<file path="config.mk">
export PLATFORM = sky130hd
export DESIGN_NAME = seq_detector_param
export DESIGN_NICKNAME = d
export VERILOG_FILES = /design/src/rtl/seq_det_pkg.sv /design/src/rtl/seq_detector_param_prefix.sv /design/src/rtl/seq_detector_param.sv
export SDC_FILE = /design/constraint.sdc
export NUM_CORES = 1
export LEC_CHECK = 0
export BUFFER_PORTS_ARGS = -buffer_cell sky130_fd_sc_hd__buf_2
export CAP_MARGIN = 5
export CELL_PAD_IN_SITES_DETAIL_PLACEMENT = 0
export CELL_PAD_IN_SITES_GLOBAL_PLACEMENT = 1
export CORE_ASPECT_RATIO = 1.25
export CORE_MARGIN = 2
export CORE_UTILIZATION = 44
export DETAILED_ROUTE_END_ITERATION = 7
export PLACE_DENSITY_LB_ADDON = 0.1
export SETUP_SLACK_MARGIN = 0.5
export SYNTH_ARGS = -nofsm -noshare
export SYNTH_HDL_FRONTEND = slang
export SYNTH_SLANG_ARGS = --single-unit
</file>
<file path="constraint.sdc">
create_clock -name clk -period 5.1 [get_ports clk]
set_input_delay 0.255 -clock clk [delete_from_list [all_inputs] [get_ports clk]]
set_output_delay 0.255 -clock clk [all_outputs]
set_load 0.05 [all_outputs]
</file>
<file path="src/rtl/seq_det_pkg.sv">
// Shared constants, width helper and configuration record for the serial pattern detector.
// cfg_t is sized by SEQ_MAX_LEN, so override MAX_LEN on the detector together with it.
package seq_det_pkg;

  localparam int unsigned SEQ_MAX_LEN = 8;

  function automatic int unsigned seq_lw(input int unsigned max_len);
    return $clog2(max_len + 1);
  endfunction

  localparam int unsigned SEQ_LW = seq_lw(SEQ_MAX_LEN);

  localparam logic [SEQ_MAX_LEN-1:0] SEQ_DEFAULT_PATTERN = 8'b0000_0101;
  localparam logic [SEQ_LW-1:0]      SEQ_DEFAULT_LEN     = 4'd4;

  typedef struct packed {
    logic [SEQ_MAX_LEN-1:0] pattern;
    logic [SEQ_LW-1:0]      len;
    logic                   overlap;
  } cfg_t;

endpackage

</file>
<file path="src/rtl/seq_detector_param_prefix.sv">
// Combinational prefix matcher: longest pattern prefix ending in the newest bit, capped at
// min(state_eff+1, len). history_i[0] is the most recent bit before data_i.
module seq_prefix_match
  import seq_det_pkg::*;
#(
  parameter int unsigned MAX_LEN = SEQ_MAX_LEN,
  parameter int unsigned LW      = seq_lw(MAX_LEN)
) (
  input  logic [MAX_LEN-2:0] history_i,
  input  logic               data_i,
  input  logic [MAX_LEN-1:0] pattern_i,
  input  logic [LW-1:0]      len_i,
  input  logic [LW-1:0]      state_eff_i,
  output logic [LW-1:0]      next_o
);

  logic [MAX_LEN-1:0] hit_s;
  logic [LW-1:0]      next_s;
  logic               found_s;

  // Per-length match flags, gated by the allowed prefix length.
  always_comb begin : hit_calc
    logic ok_s;
    hit_s = '0;
    ok_s  = 1'b0;
    for (int k = 1; k <= int'(MAX_LEN); k++) begin
      ok_s = (pattern_i[k-1] == data_i);
      for (int j = 0; j < k - 1; j++) begin
        ok_s = ok_s & (pattern_i[j] == history_i[k-2-j]);
      end
      hit_s[k-1] = ok_s && (k <= int'(len_i)) && (k <= int'(state_eff_i) + 1);
    end
  end

  // Descending priority: the first hit from the top is the longest prefix.
  always_comb begin
    next_s  = '0;
    found_s = 1'b0;
    for (int k = int'(MAX_LEN); k >= 1; k--) begin
      next_s  = (hit_s[k-1] && !found_s) ? LW'(k) : next_s;
      found_s = found_s | hit_s[k-1];
    end
  end

  assign next_o = next_s;

endmodule

</file>
<file path="src/rtl/seq_detector_param.sv">
// Moore serial-pattern detector with runtime-loadable pattern, overlap mode and a
// saturating match counter. State = number of pattern bits currently matched.
module seq_detector_param
  import seq_det_pkg::*;
#(
  parameter int unsigned           MAX_LEN         = SEQ_MAX_LEN,
  parameter int unsigned           CNT_W           = 8,
  parameter logic [MAX_LEN-1:0]    DEFAULT_PATTERN = SEQ_DEFAULT_PATTERN,
  parameter logic [SEQ_LW-1:0]     DEFAULT_LEN     = SEQ_DEFAULT_LEN
) (
  input  logic                        clk,
  input  logic                        reset_n,
  input  logic                        data_valid,
  input  logic                        data_in,
  input  logic                        cfg_load,
  input  logic [MAX_LEN-1:0]          cfg_pattern,
  input  logic [seq_lw(MAX_LEN)-1:0]  cfg_len,
  input  logic                        cfg_overlap,
  output logic                        detected,
  output logic [seq_lw(MAX_LEN)-1:0]  state_out,
  output logic [CNT_W-1:0]            match_count,
  output logic                        cfg_err
);

  localparam int unsigned LW = seq_lw(MAX_LEN);
  localparam int unsigned HW = MAX_LEN - 1;

  cfg_t             cfg_q, cfg_d;
  logic [LW-1:0]    state_q, state_d, state_eff_s, k_s;
  logic [HW-1:0]    hist_q, hist_d;
  logic [CNT_W-1:0] cnt_q, cnt_d;
  logic             err_q, err_d, det_q, det_d, cfg_ok_s;

  assign cfg_ok_s    = (cfg_len != '0) && (int'(cfg_len) <= int'(MAX_LEN));
  assign state_eff_s = ((state_q == cfg_q.len) && !cfg_q.overlap) ? '0 : state_q;

  // Only MAX_LEN-1 past bits are stored; the newest bit comes straight from data_in.
  seq_prefix_match #(
    .MAX_LEN (MAX_LEN),
    .LW      (LW)
  ) u_match (
    .history_i   (hist_q),
    .data_i      (data_in),
    .pattern_i   (cfg_q.pattern),
    .len_i       (cfg_q.len),
    .state_eff_i (state_eff_s),
    .next_o      (k_s)
  );

  // State, configuration, history, counter and output registers.
  always_ff @(posedge clk or negedge reset_n) begin
    if (!reset_n) begin
      cfg_q   <= cfg_t'{pattern: DEFAULT_PATTERN, len: DEFAULT_LEN, overlap: 1'b1};
      state_q <= '0;
      hist_q  <= '0;
      cnt_q   <= '0;
      err_q   <= 1'b0;
      det_q   <= 1'b0;
    end else begin
      cfg_q   <= cfg_d;
      state_q <= state_d;
      hist_q  <= hist_d;
      cnt_q   <= cnt_d;
      err_q   <= err_d;
      det_q   <= det_d;
    end
  end

  // Next state: cfg_load wins over data_valid; a rejected load only raises cfg_err.
  always_comb begin
    cfg_d   = cfg_q;
    state_d = state_q;
    hist_d  = hist_q;
    cnt_d   = cnt_q;
    err_d   = err_q;
    if (cfg_load) begin
      if (cfg_ok_s) begin
        cfg_d.pattern = cfg_pattern;
        cfg_d.len     = cfg_len;
        cfg_d.overlap = cfg_overlap;
        state_d       = '0;
        hist_d        = '0;
        cnt_d         = '0;
        err_d         = 1'b0;
      end else begin
        err_d = 1'b1;
      end
    end else if (data_valid) begin
      state_d = k_s;
      hist_d  = HW'({hist_q, data_in});
      if ((k_s == cfg_q.len) && (cnt_q != {CNT_W{1'b1}})) begin
        cnt_d = cnt_q + CNT_W'(1);
      end else begin
        cnt_d = cnt_q;
      end
    end else begin
      state_d = state_q;
    end
  end

  // Moore output trails the state by one edge; an accepted load clears it at once.
  always_comb begin
    if (cfg_load && cfg_ok_s) begin
      det_d = 1'b0;
    end else begin
      det_d = (state_q == cfg_q.len);
    end
  end

  assign detected    = det_q;
  assign state_out   = state_q;
  assign match_count = cnt_q;
  assign cfg_err     = err_q;

endmodule
</file>
Word-level counts from Yosys, hierarchy flattened
Cells that the tools add are included.

Bits in registers: 34. Input port bits: 18. Output and inout bits: 14.

Add/subtract/negate cells: 2. Order comparisons: 17. Eq/ne operators: 40. Muxes and demuxes: 21. Bitwise logic cells: 34. Reduce and logical (&&, ||, !) cells: 41.

Operators by type and width (number): $le 4x32->1 const A (4); $le 3x32->1 const A (2); $mux 4 (12); $eq 1x1->1 (36); $le 2x32->1 const A (1); $le 5x32->1 const A (1); $mux 8 (4); $and 1x1->1 (28); $logic_and 1x1->1 (27); $mux 7 (3); $le 3x4->1 const A (4); $add 8x1->8 const B (1); $eq 4x4->1 (2); $le 2x4->1 const A (2); $logic_not 1->1 (8); $ne 8x8->1 const B (1); $or 1x1->1 (6); $add 4x1->5 const B (1); $le 1x4->1 const A (1); $le 4x4->1 const A (1); $le 4x4->1 const B (1); $reduce_and 2->1 (2); $reduce_bool 2->1 (2); $reduce_bool 4->1 (1); 3 further kinds (4).

Depth between registers and ports, before layout
Gate-level depths: netlist of the first run.

Depth in word-level cells: 24. Depth in mapped cells: 19. Gate-level depth less buffers: 16.

Modules after synthesis
Synthesis of the first run repeated with hierarchy kept, for this count alone.

Cell total of the unflattened synthesis: 278. Area, all modules: 2547.4 sq um.

By module, submodules not included: seq_detector_param (instances 1, cells each 160, area each 1691.6 sq um, sequential area each 855.8 sq um); seq_prefix_match (instances 1, cells each 118, area each 855.8 sq um, sequential area each 0.0 sq um).

Least setup slack after synthesis of the first run
Ideal clock, no wire load.

Path kind: register to register. From: register state_q[0], in the netlist state_out[0]. To: register cnt_q[4], in the netlist match_count[4]. Arrival: 4241 ps. Setup slack: 781 ps. Cell stages (with the launch flop): 18. Path buffers: 2. Cell sequence: dfrtp_1 -> buf_2 -> xor2_2 -> nor4_4 -> nand2_1 -> and2_1 -> ha_1 -> clkbuf_1 -> nand2b_1 -> mux2i_1 -> a21o_1 -> o221ai_1 -> or4b_1 -> o211ai_2 -> xnor2_1 -> o311ai_2 -> or4_1 -> a21oi_1.

Cells in the longest elaborated chain, start to end: 19. Elaborated cells between the ends (all ways): 52. Classes of those cells: add/sub: 1; order compare: 8; eq/ne: 2; mux: 9; bitwise: 6; reduce/logical: 26.

Ends and longest elaborated chain: start: declaration (line seq_detector_param.sv:29) `logic [LW-1:0] state_q, state_d, state_eff_s, k_s;`; start signal: assignment (line seq_detector_param.sv:61) `state_q <= state_d;`; $eq 4x4->1 (line seq_detector_param.sv:35) `assign state_eff_s = ((state_q == cfg_q.len) && !cfg_q.overlap) ? '0 : state_q;`; $logic_and 1x1->1 (line seq_detector_param.sv:35); $mux 4 (*) (line seq_detector_param.sv:35); $add 4x1->5 (*) (line seq_detector_param_prefix.sv:31) `hit_s[k-1] = ok_s && (k <= int'(len_i)) && (k <= int'(state_eff_i) + 1);`; $le 5x32->1 or $le 4x32->1 (tied branches) (line seq_detector_param_prefix.sv:31); $logic_and 1x1->1 (line seq_detector_param_prefix.sv:31); $logic_not 1->1 or $or 1x1->1 (tied branches) (line seq_detector_param_prefix.sv:40, seq_detector_param_prefix.sv:41); $logic_and 1x1->1, or another cell as far along (line seq_detector_param_prefix.sv:40) `next_s = (hit_s[k-1] && !found_s) ? LW'(k) : next_s;`; $mux 4, or another cell as far along (5 in series) (line seq_detector_param_prefix.sv:40); $mux 4 or $logic_and 1x1->1 (tied branches) (line seq_detector_param_prefix.sv:40); $mux 4 (*) (line seq_detector_param_prefix.sv:40); $eq 4x4->1 (*) (line seq_detector_param.sv:91) `if ((k_s == cfg_q.len) && (cnt_q != {CNT_W{1'b1}})) begin`; $logic_and 1x1->1 (*) (line seq_detector_param.sv:91); $reduce_bool 2->1 (no line) (*); $reduce_and 3->1 (no line) (*); end signal: assignment (line seq_detector_param.sv:63) `cnt_q <= cnt_d;`; end: declaration (line seq_detector_param.sv:31) `logic [CNT_W-1:0] cnt_q, cnt_d;`.

Every way passes the cells marked *; elsewhere a longest branch is shown, timed or not. A chain may end at the register's enable or synchronous reset.

Worst setup path in the final report of the first run
From: register cfg_q[2] in the netlist's numbering. To: register cnt_q[3], in the netlist match_count[3].

Cells in the longest elaborated chain, start to end: 19. Elaborated cells between the ends (all ways): 68. Classes of those cells: add/sub: 1; order compare: 16; eq/ne: 2; mux: 9; bitwise: 6; reduce/logical: 34.

Ends and longest elaborated chain: start: declaration (line seq_detector_param.sv:28) `cfg_t cfg_q, cfg_d;`; start signal: assignment (line seq_detector_param.sv:53) `cfg_q <= cfg_t'{pattern: DEFAULT_PATTERN, len: DEFAULT_LEN, overlap: 1'b1};`; start signal: assignment (line seq_detector_param.sv:60) `cfg_q <= cfg_d;`; $eq 4x4->1 (line seq_detector_param.sv:35); $logic_and 1x1->1 (line seq_detector_param.sv:35); $mux 4 (line seq_detector_param.sv:35); $add 4x1->5 (line seq_detector_param_prefix.sv:31); $le 5x32->1 or $le 4x32->1 (tied branches) (line seq_detector_param_prefix.sv:31); $logic_and 1x1->1 (line seq_detector_param_prefix.sv:31); $logic_not 1->1 or $or 1x1->1 (tied branches) (line seq_detector_param_prefix.sv:40, seq_detector_param_prefix.sv:41); $logic_and 1x1->1, or another cell as far along (line seq_detector_param_prefix.sv:40); $mux 4, or another cell as far along (5 in series) (line seq_detector_param_prefix.sv:40); $mux 4 or $logic_and 1x1->1 (tied branches) (line seq_detector_param_prefix.sv:40); $mux 4 (line seq_detector_param_prefix.sv:40); $eq 4x4->1 (*) (line seq_detector_param.sv:91); $logic_and 1x1->1 (*) (line seq_detector_param.sv:91); $reduce_bool 2->1 (no line) (*); $reduce_and 3->1 (no line) (*).

Marks and branches as above.

==> impl_metrics.py, run 1 <==
metrics = {
    "critical_path": {
        "r2r_start": "cfg_q[2]",
        "crit_type": "reg -> reg",
        "rr_worst_depth": 16,
        "rrSetupSlack_ns": 0.83,
        "worstReg2RegEnd": "match_count[3]",
        "cp.arrival_ns": 4.47,
        "crit_path_start_kind": "flop",
        "end_kind": "flop",
        "critPathMaxFanout": 10,
        "worstPathRequired_ns": 5.30,
    },
    "die": {
        "start_util_pct": 45.6,
        "die_h_um": 90.5,
        "pin_count": 32,
        "core_area_sq_um": 5780,
        "die_w_um": 73.2,
        "num_rows": 31,
        "die-area_sq_um": 6620,
    },
    "grt": {
        "grt_max_degree": 35,
        "grt_usage_pct": 21.0,
        "antenna_found_initial": 0,
        "overflow": 0,
        "grt_pass1_vias": 2289,
        "grt_pass1_wl_um": 11100,
    },
    "clocking": {
        "cts_max_level": 2,
        "insertion_delay_ns": 0.29,
        "cts_tree": "done",
        "cts_root_buf": "clkbuf_8",
        "clockBufferDepth": 2,
        "ctsHoldBuffers": 0,
        "path_clk_slew_ns": 0.08,
        "cts.sinks": 34,
        "cts_buffers": 5,
    },
    "synth": {
        "syn_inst": 326,
        "ys_seq_area_share_pct": 32.5,
        "synth_compound_area_share_pct": 16.1,
        "dominantRegCellSynth": "dfrtp_1",
        "synth_nets": 348,
        "synthAdderAreaFrac_pct": 1.90,
        "yosys.area_share.xor_xnor_pct": 16.6,
        "synth_edf_count": 0,
        "avgSynthCellArea_sq_um": 8.08,
        "synth_top_family_by_area": "simple AND/OR/NAND/NOR gates",
        "yosys.area_share.simple_pct": 26.6,
        "synth_area_sq_um": 2630,
        "ys_ff_latch": 34,
        "ys_async_sr_fraction_pct": 100,
        "synth_cell_types": 54,
        "muxShareOfSynthArea_pct": 0.760,
        "yosysWarnings": 0,
    },
    "placement": {
        "place_congestion": 0.854,
        "dp_cells": 397,
        "placed_area_sq_um": 2750,
        "io_buffers": 31,
        "pre_cts_ws_ns": 0.488,
        "dp_hpwl_um": 4630,
    },
    "sta": {
        "slew_violations": 0,
        "min_period_over_period_pct": 83.7,
        "fin_ws_ns": 0.830,
        "fin_setup_tns_ns": 0,
        "finalSetupViolCount": 0,
        "finalClockSkew_ns": 0.00815,
        "fmax_ghz": 0.234,
        "tightestPinTransition_ns": 0.998,
        "hold_violations": 0,
        "max-slew-margin-rel_pct": 33.5,
        "period_minus_slack_ns": 4.27,
        "rsz0062_at_grt": "no",
    },
    "final_layout": {
        "design_area_sq_um": 2910,
        "fin_cells": 409,
        "synthToLayoutAreaGrowth_pct": 10.5,
        "nets": 364,
        "antennaDiodeCount": 0,
        "drive_gt1_share_pct": 17.8,
    },
    "route": {
        "drc_errors": 0,
        "drtIter0Drc": 73,
        "vias_per_cell": 5.69,
        "ant_nets": 0,
        "wl_um": 6480,
        "wire_per_inst_um": 15.8,
        "vias": 2326,
        "first_pass_iters": 4,
    },
    "min_path": {
        "hold_class": "in -> async",
    },
    "run": {
        "cap_violations": 0,
    },
    "power_and_ir_drop": {
        "p_per_area_nw_per_um2": 306,
        "ir_drop_mv": 0.194,
        "p_leak_nw": 1.28,
    },
    "status": {
        "outcome": "finished clean",
    },
}
==> how the worst max path moves through the flow <==
stage | startpoint | endpoint | slack, ns | cells after the start
floorplan | state_out[0] | match_count[4] | 0.78 | 17
global placement | cfg_q[2] | match_count[4] | 0.60 | 15
detailed placement | cfg_q[2] | match_count[4] | 0.49 | 15
CTS | cfg_q[2] | match_count[4] | 0.56 | 15
global route | cfg_q[2] | match_count[3] | 0.57 | 16
finish | cfg_q[2] | match_count[3] | 0.83 | 16
==> synthesized netlist by cell type, types with 2 or more instances <==
cell type  count  share of area [%]
xor2_1        19                6.3
o221ai_1       2               0.67
and3_1         4               0.95
nand2_1       78                 11
or3_1          7                1.7
xnor2_1       24                8.0
xor2_2         2                1.2
nor4_1         2               0.48
dfstp_2        4                4.0
nor3_1         7                1.3
a31oi_1        3               0.71
nand3_1       12                2.3
nor2_1        12                1.7
o31ai_1        5                1.4
buf_6          2               0.86
nand4_1        2               0.48
and2_1         4               0.95
a21oi_1       15                2.9
nand3b_1       2               0.57
nand2b_1       2               0.48
clkbuf_1      19                2.7
o21a_1         2               0.57
buf_2          3               0.57
or4_1          4                1.1
o211ai_1       2               0.57
o21ai_1        4               0.76
nor4b_2        2                1.1
mux2i_1        2               0.76
dfrtp_1       30                 29
inv_1          7                1.0
ha_1           4                1.9
o21ai_0       17                3.2
==> where the power goes <==
part	total (mW)	switching [mW]	internal, mW	leakage [nW]
clock	0.251	0.105	0.146	0.0514
sequential	0.369	0.0666	0.303	0.437
combinational	0.271	0.160	0.111	0.787
total	0.891	0.332	0.559	1.28
==> state kept, by name, summed over array words and instances (netlist names) <==
name	cells
cfg_err	1
detected	1
hist_q	7
cfg_q	13
match_count	8
state_out	4
==> area by class of cell <==
| class | instances | area, sq um |
|---|---|---|
| tap | 66 | 82.6 |
| fill | 582 | 2870 |
| clock buffer | 6 | 72.6 |
| clock inverter | 2 | 37.5 |
| sequential | 34 | 858 |
| inverter | 7 | 26.3 |
| timing repair buffer | 35 | 185 |
| multi-input combinational | 259 | 1650 |
==> worst max-delay path: stages, from the launching register on <==
cell	delay, ns
dfrtp_2	0.50
xor2_4	0.23
nor4_4	0.38
nand2_1	0.14
and2_1	0.21
ha_2	0.25
nand2b_1	0.17
mux2i_2	0.20
a21o_1	0.19
o221ai_1	0.16
or4b_1	0.57
o211ai_2	0.11
xnor2_1	0.19
o311ai_4	0.20
buf_4	0.18
or3_1	0.34
a21oi_1	0.15
==> cells by family (layout without fill, tap and decap cells) <==
group | after synthesis | in the layout
and+or+nand+nor | 144 | 144
AOI/OAI and AO/OA | 63 | 63
DFF | 34 | 34
buffers and inverters | 33 | 50
adders and majority gates | 4 | 4
xor gates and xnor gates | 46 | 46
muxes | 2 | 2
==> what timing repair did <==
| action | 4_1_cts | 5_1_grt |
|---|---|---|
| setup buffers | 0 | 4 |
| pin swaps | 0 | 2 |
| resized for setup | 1 | 4 |
| endpoints found under the setup margin | 2 | 7 |
==> cells in the final DEF, fill, tap and decap left out, types with 5 or more instances in the layout <==
| cell | instances |
|---|---|
| inv_1 | 7 |
| or3_1 | 7 |
| nand3_1 | 12 |
| xnor2_1 | 24 |
| xor2_1 | 19 |
| o21ai_0 | 17 |
| buf_2 | 31 |
| nand2_1 | 78 |
| o31ai_1 | 5 |
| a21oi_1 | 15 |
| clkbuf_8 | 5 |
| dfrtp_1 | 28 |
| nor2_1 | 12 |
| nor3_1 | 7 |
==> stage by stage <==
| step | power, mW | utilization (%) | hold WS (ns) |
|---|---|---|---|
| CTS | 0.892 | 49.7 | 0.0649 |
| global route | 0.946 | 50.3 | 0.102 |
| detailed placement | 0.636 | 47.6 | 0.378 |
| global placement | 0.632 | 47.6 | 0.377 |
| finish | 0.891 | 50.3 | 0.0281 |
| floorplan | 0.577 | - | -0.0406 |
==> layer usage <==
metal,share of wire [%],GRT usage (%),up-vias
met5,0,0,-
met4,1.3,6.94,0
met3,2.8,2.79,7
met2,50,34.3,42
met1,46,28.2,1139
li1,-,-,1138
Note: power is estimated with default switching activity, not from simulation.
==> run 2: changes to the inputs <==
clock period = 4.17 ns   (was 5.1 ns; I/O delays follow)
==> run 2 against run 1 <==
Clock skew decreased by 0.0016 ns. Critical path type unchanged. First-iteration DRC count increased by 120%. Combinational power increased by 49%. Final area increased by 8.3%. Clock-buffer cell count unchanged. Sequential power increased by 19%. Via count increased by 2.5%. Fmax increased by 12%. Register-to-register slack got worse by 0.48 ns. Flip-flop and latch count unchanged. Largest cell class unchanged. The flow now finishes with violations (hold timing). Global-route usage increased by 1.4 points. Hold slack got worse by 0.029 ns.
==> impl_metrics.py, run 2 (same netlist as run 1, synthesis figures left out) <==
metrics = {
    "critical_path": {
        "crit_family": "simple AND/OR/NAND/NOR gates",
        "cp.arrival_ns": 4.02,
        "max_stage_delay_ns": 0.57,
        "worstReg2RegEnd": "match_count[4]",
        "end_kind": "flop",
        "rrSetupSlack_ns": 0.35,
        "slowest_stage": "or4b_4",
        "crit_chain": "xor2_4, nor4_4, nand2_2, and2_4, ha_4, nand2b_4, mux2i_4, a21o_1, o221ai_2, or4b_4, o211ai_4, xnor2_2, o311ai_4, or4_1, a21oi_1",
        "crit_type": "reg -> reg",
        "r2r_start": "cfg_q[2]",
        "critPathBufInv": 0,
        "critPathMaxFanout": 7,
        "worstPathRequired_ns": 4.36,
        "rr_worst_depth": 15,
        "crit_path_start_kind": "flop",
    },
    "grt": {
        "overflow": 0,
        "grt_usage_pct": 22.4,
        "grt_pass1_vias": 2404,
        "antenna_found_initial": 0,
        "grt_pass1_wl_um": 11800,
        "grt_max_degree": 35,
    },
    "route": {
        "drtIter0Drc": 161,
        "ant_nets": 0,
        "wire_per_inst_um": 15.9,
        "wl_um": 6750,
        "drc_errors": 0,
        "first_pass_iters": 4,
        "vias": 2383,
        "vias_per_cell": 5.59,
    },
    "final_layout": {
        "drive_gt1_share_pct": 27.2,
        "largest_reg_flops": 13,
        "fin_cells": 426,
        "nets": 381,
        "regMostFlops": "cfg_q",
        "synthToLayoutAreaGrowth_pct": 19.7,
        "mostFrequentLayoutCells": "76 x nand2_1, 31 x buf_2, 25 x dfrtp_1, 23 x xnor2_1, 21 x buf_4",
        "antennaDiodeCount": 0,
        "layout_commonest_cell": "nand2_1",
    },
    "clocking": {
        "ctsHoldBuffers": 0,
        "path_clk_slew_ns": 0.07,
        "clockBufferDepth": 2,
        "insertion_delay_ns": 0.29,
        "cts_buffers": 5,
        "cts_root_buf": "clkbuf_8",
        "cts_max_level": 2,
        "cts.sinks": 34,
        "cts_tree": "done",
    },
    "die": {
        "pin_count": 32,
        "start_util_pct": 45.6,
        "die-area_sq_um": 6620,
        "num_rows": 31,
        "die_w_um": 73.2,
        "die_h_um": 90.5,
        "core_area_sq_um": 5780,
    },
    "sta": {
        "min_period_over_period_pct": 91.7,
        "fmax_ghz": 0.261,
        "finalClockSkew_ns": 0.00656,
        "hold_violations": 1,
        "tightestPinTransition_ns": 0.935,
        "period_minus_slack_ns": 3.82,
        "finalSetupViolCount": 0,
        "max-slew-margin-rel_pct": 37.7,
        "fin_setup_tns_ns": 0,
        "slew_violations": 0,
        "fin_ws_ns": 0.346,
        "rsz0062_at_grt": "yes",
        "hold_slack_ns": -0.00104,
    },
    "placement": {
        "dp_hpwl_um": 4800,
        "pre_cts_ws_ns": 0.132,
        "place_congestion": 0.885,
        "io_buffers": 31,
        "dp_cells": 405,
    },
    "power_and_ir_drop": {
        "p_leak_nw": 1.38,
        "ir_drop_mv": 0.263,
        "p_per_area_nw_per_um2": 342,
    },
    "run": {
        "cap_violations": 0,
    },
    "min_path": {
        "hold_class": "in -> async",
    },
    "status": {
        "failed_checks": "hold timing",
        "outcome": "complete, but fails checks",
    },
}
## run 2: cell types whose count changed in the layout (fill, tap and decap cells not counted), sizes merged
cell	delta
clkinvlp	-1
clkinv	+2
bufinv	-1
buf	+17
## run 2: worst max path at each step
stage	start	endpoint	slack, ns	depth (start not counted)
finish	cfg_q[2]	match_count[4]	0.35	15
global route	cfg_q[2]	match_count[4]	0.17	15
CTS	cfg_q[2]	match_count[4]	0.41	15
detailed placement	state_out[0]	match_count[6]	0.13	16
global placement	state_out[0]	match_count[4]	0.25	16
floorplan	state_out[0]	match_count[4]	0.10	17
## run 2: final cells by class
class	count	area (sq um)
clock buffers	6	72.6
clock inverters	2	10.0
fillers	577	2630
inverters	7	26.3
multi-input cells	259	1780
flip-flops and latches	34	862
well taps	66	82.6
repair buffers	52	313
## run 2: worst reg2reg max path, stage by stage (launching register included)
cell and delay, ns:
dfrtp_2 0.45, xor2_4 0.20, nor4_4 0.32, nand2_2 0.11
and2_4 0.19, ha_4 0.17, nand2b_4 0.14, mux2i_4 0.19
a21o_1 0.16, o221ai_2 0.13, or4b_4 0.58, o211ai_4 0.12
xnor2_2 0.15, o311ai_4 0.17, or4_1 0.49, a21oi_1 0.17
## run 2: layer usage
metal	routed length, um	vias up	global-route usage (%)
met5	0	-	0
met1	3080	1136	29.8
met2	3340	48	36.0
met4	174	0	9.26
li1	-	1183	-
met3	159	16	2.90
## run 2: per-stage QoR
step | hold slack (ns) | area [sq um] | power (mW) | utilization [%]
after floorplan | -0.0871 | 2700 | 0.718 | -
after global placement | 0.329 | 2860 | 0.799 | 49.5
after detailed placement | 0.324 | 2860 | 0.805 | 49.5
after CTS | 0.00767 | 3070 | 1.07 | 53.2
after global routing | 0.0599 | 3150 | 1.15 | 54.5
final | -0.00104 | 3150 | 1.08 | 54.5
## run 2: power by group
group          total [mW]  internal, mW  leakage, nW  switching [mW]
Combinational       0.404         0.168        0.898           0.235
Sequential          0.438         0.371        0.433          0.0671
Clock               0.235         0.116       0.0450           0.119
## run 2: timing repair
action / in CTS / in global routing
setup buffers: 9 / 4
pin swaps: 10 / 7
endpoints found under the setup margin: 8 / 8
resized for setup: 10 / 11
==> run 3: changes to the inputs <==
CORE_UTILIZATION = 45   (was 44)
CTS_BUF_LIST = sky130_fd_sc_hd__clkbuf_2 sky130_fd_sc_hd__clkbuf_4 sky130_fd_sc_hd__clkbuf_8   (was unset)
REMOVE_ABC_BUFFERS = 1   (was unset)
SLEW_MARGIN = 20   (was unset)
==> run 3 against run 2 <==
The flow still finishes with violations (hold timing). Power grew 9.3%. Wire length grew 0.58%. Register-to-register slack gained 0.08 ns. Final area grew 3.7%. Largest cell class unchanged.
==> impl_metrics.py, run 3 (same netlist as run 1, synthesis figures left out) <==
metrics = {
    "status": {
        "outcome": "complete, but fails checks",
        "failed_checks": "hold timing",
    },
    "clocking": {
        "cts.sinks": 34,
        "cts_root_buf": "clkbuf_8",
        "insertion_delay_ns": 0.29,
        "cts_tree": "done",
        "cts_buffers": 5,
        "cts_max_level": 2,
        "path_clk_slew_ns": 0.07,
        "clockBufferDepth": 2,
    },
    "critical_path": {
        "r2r_start": "state_out[1]",
        "cp-endpoint": "match_count[6]",
        "end_kind": "flop",
        "worstPathRequired_ns": 4.37,
        "slowest_stage": "or4b_1",
        "rrSetupSlack_ns": 0.42,
        "max_stage_delay_ns": 0.53,
        "crit_type": "reg -> reg",
        "cp.arrival_ns": 3.95,
        "crit_chain": "xor2_4, nor4_4, nand2_2, and2_4, ha_4, nand2b_4, mux2i_4, a21o_1, o221ai_2, or4b_1, o211ai_2, xnor2_2, o311ai_4, or4_1, a21oi_1",
        "crit_start": "state_out[1]",
        "critPathMaxFanout": 5,
        "worstReg2RegEnd": "match_count[6]",
        "rr_worst_depth": 15,
        "crit_path_start_kind": "flop",
    },
    "placement": {
        "placed_area_sq_um": 2860,
        "place_congestion": 0.884,
        "io_buffers": 31,
        "dp_hpwl_um": 4710,
        "dp_cells": 412,
    },
    "power_and_ir_drop": {
        "p_leak_nw": 1.44,
        "ir_drop_mv": 0.209,
        "p_per_area_nw_per_um2": 360,
    },
    "min_path": {
        "hold_class": "in -> async",
    },
    "sta": {
        "finalClockSkew_ns": 0.00261,
        "rsz0062_at_grt": "yes",
        "hold_violations": 2,
        "max-slew-margin-rel_pct": 31.3,
        "fin_setup_tns_ns": 0,
        "min_period_over_period_pct": 89.9,
        "tightestPinTransition_ns": 1.03,
        "fmax_ghz": 0.267,
        "finalSetupViolCount": 0,
        "slew_violations": 0,
        "hold_slack_ns": -0.00316,
        "period_minus_slack_ns": 3.75,
    },
    "final_layout": {
        "antennaDiodeCount": 0,
        "mostFrequentLayoutCells": "76 x nand2_1, 31 x buf_2, 28 x dfrtp_1, 27 x buf_4, 21 x xnor2_1",
        "multiInputGateArea_sq_um": 1830,
        "layout_commonest_cell": "nand2_1",
        "fill_cells": 547,
        "synthToLayoutAreaGrowth_pct": 24.0,
        "design_area_sq_um": 3270,
        "largest_reg_flops": 13,
        "layout.area.seq_sq_um": 858,
        "regMostFlops": "cfg_q",
        "fin_util_pct": 56.9,
        "nets": 388,
        "drive_gt1_share_pct": 28.6,
        "fin_cells": 433,
    },
    "route": {
        "ant_nets": 0,
        "first_pass_iters": 4,
        "vias_per_cell": 5.56,
        "drtIter0Drc": 117,
        "vias": 2406,
        "wire_per_inst_um": 15.7,
        "wl_um": 6790,
        "drc_errors": 0,
    },
    "grt": {
        "grt_usage_pct": 22.3,
        "antenna_found_initial": 0,
        "grt_pass1_vias": 2388,
        "grt_max_degree": 35,
        "grt_pass1_wl_um": 11300,
        "overflow": 0,
    },
    "die": {
        "pin_count": 32,
        "die-area_sq_um": 6480,
        "num_rows": 31,
        "start_util_pct": 45.9,
        "die_w_um": 72.4,
        "core_area_sq_um": 5740,
        "die_h_um": 89.5,
    },
    "run": {
        "cap_violations": 0,
    },
}
[run 3: changes by cell type in the layout (fill, tap and decap cells not counted), moves of 2 or more]
cell and change:
dfrtp_1 +3, clkinv_2 -2, buf_4 +6, dfrtp_2 -3, xnor2_1 -2
[run 3: layer usage]
metal / up-vias / track usage, % / part of all wire, %
met1: 1132 / 30.0 / 46
met3: 11 / 2.93 / 2.8
met4: 0 / 8.75 / 2.3
met2: 67 / 36.6 / 49
met5: - / 0 / 0
li1: 1196 / - / -
[run 3: final cells by class]
type,count,share of cell area [%]
Clock buffer,6,2.34
Inverter,7,0.805
Timing Repair Buffer,58,11.0
Clock inverter,2,1.15
Multi-Input combinational cell,260,55.9
Tap cell,66,2.53
Sequential cell,34,26.3
[run 3: stage by stage]
| stage | setup WS [ns] | power, mW |
|---|---|---|
| floorplan | -0.185 | 0.683 |
| global placement | 0.263 | 0.795 |
| detailed placement | 0.198 | 0.799 |
| CTS | 0.431 | 1.18 |
| global route | 0.249 | 1.25 |
| finish | 0.422 | 1.18 |
[run 3: report_power, final]
part | switching (mW) | internal [mW] | leakage [nW] | total, mW
clock | 0.132 | 0.185 | 0.0548 | 0.317
combinational | 0.246 | 0.181 | 0.949 | 0.428
sequential | 0.0628 | 0.370 | 0.437 | 0.433
[run 3: repair_timing]
action | CTS | global route
setup endpoints to repair | 8 | 8
cloned | 1 | 0
hold buffers | 0 | 0
pin swaps | 15 | 5
setup buffers | 11 | 1
gates resized for setup | 23 | 8
[run 3: how the worst min path moves through the flow]
stage	from	end	slack [ns]
after floorplan	reset_n	cfg_err	-0.09
after global placement	reset_n	match_count[2]	0.33
after detailed placement	reset_n	match_count[2]	0.33
after CTS	reset_n	hist_q[5]	0.02
after global routing	reset_n	match_count[2]	0.06
final	reset_n	match_count[2]	-0.003
[run 3: worst max-delay path: cells and delay by family (launching register included)]
kind,cells,cell delay [ns]
AO/OA/AOI/OAI,5,0.71
XOR/XNOR,2,0.37
adder cells (fa/ha/maj),1,0.17
flip-flops,1,0.45
multiplexers,1,0.18
AND/OR/NAND/NOR,6,1.79
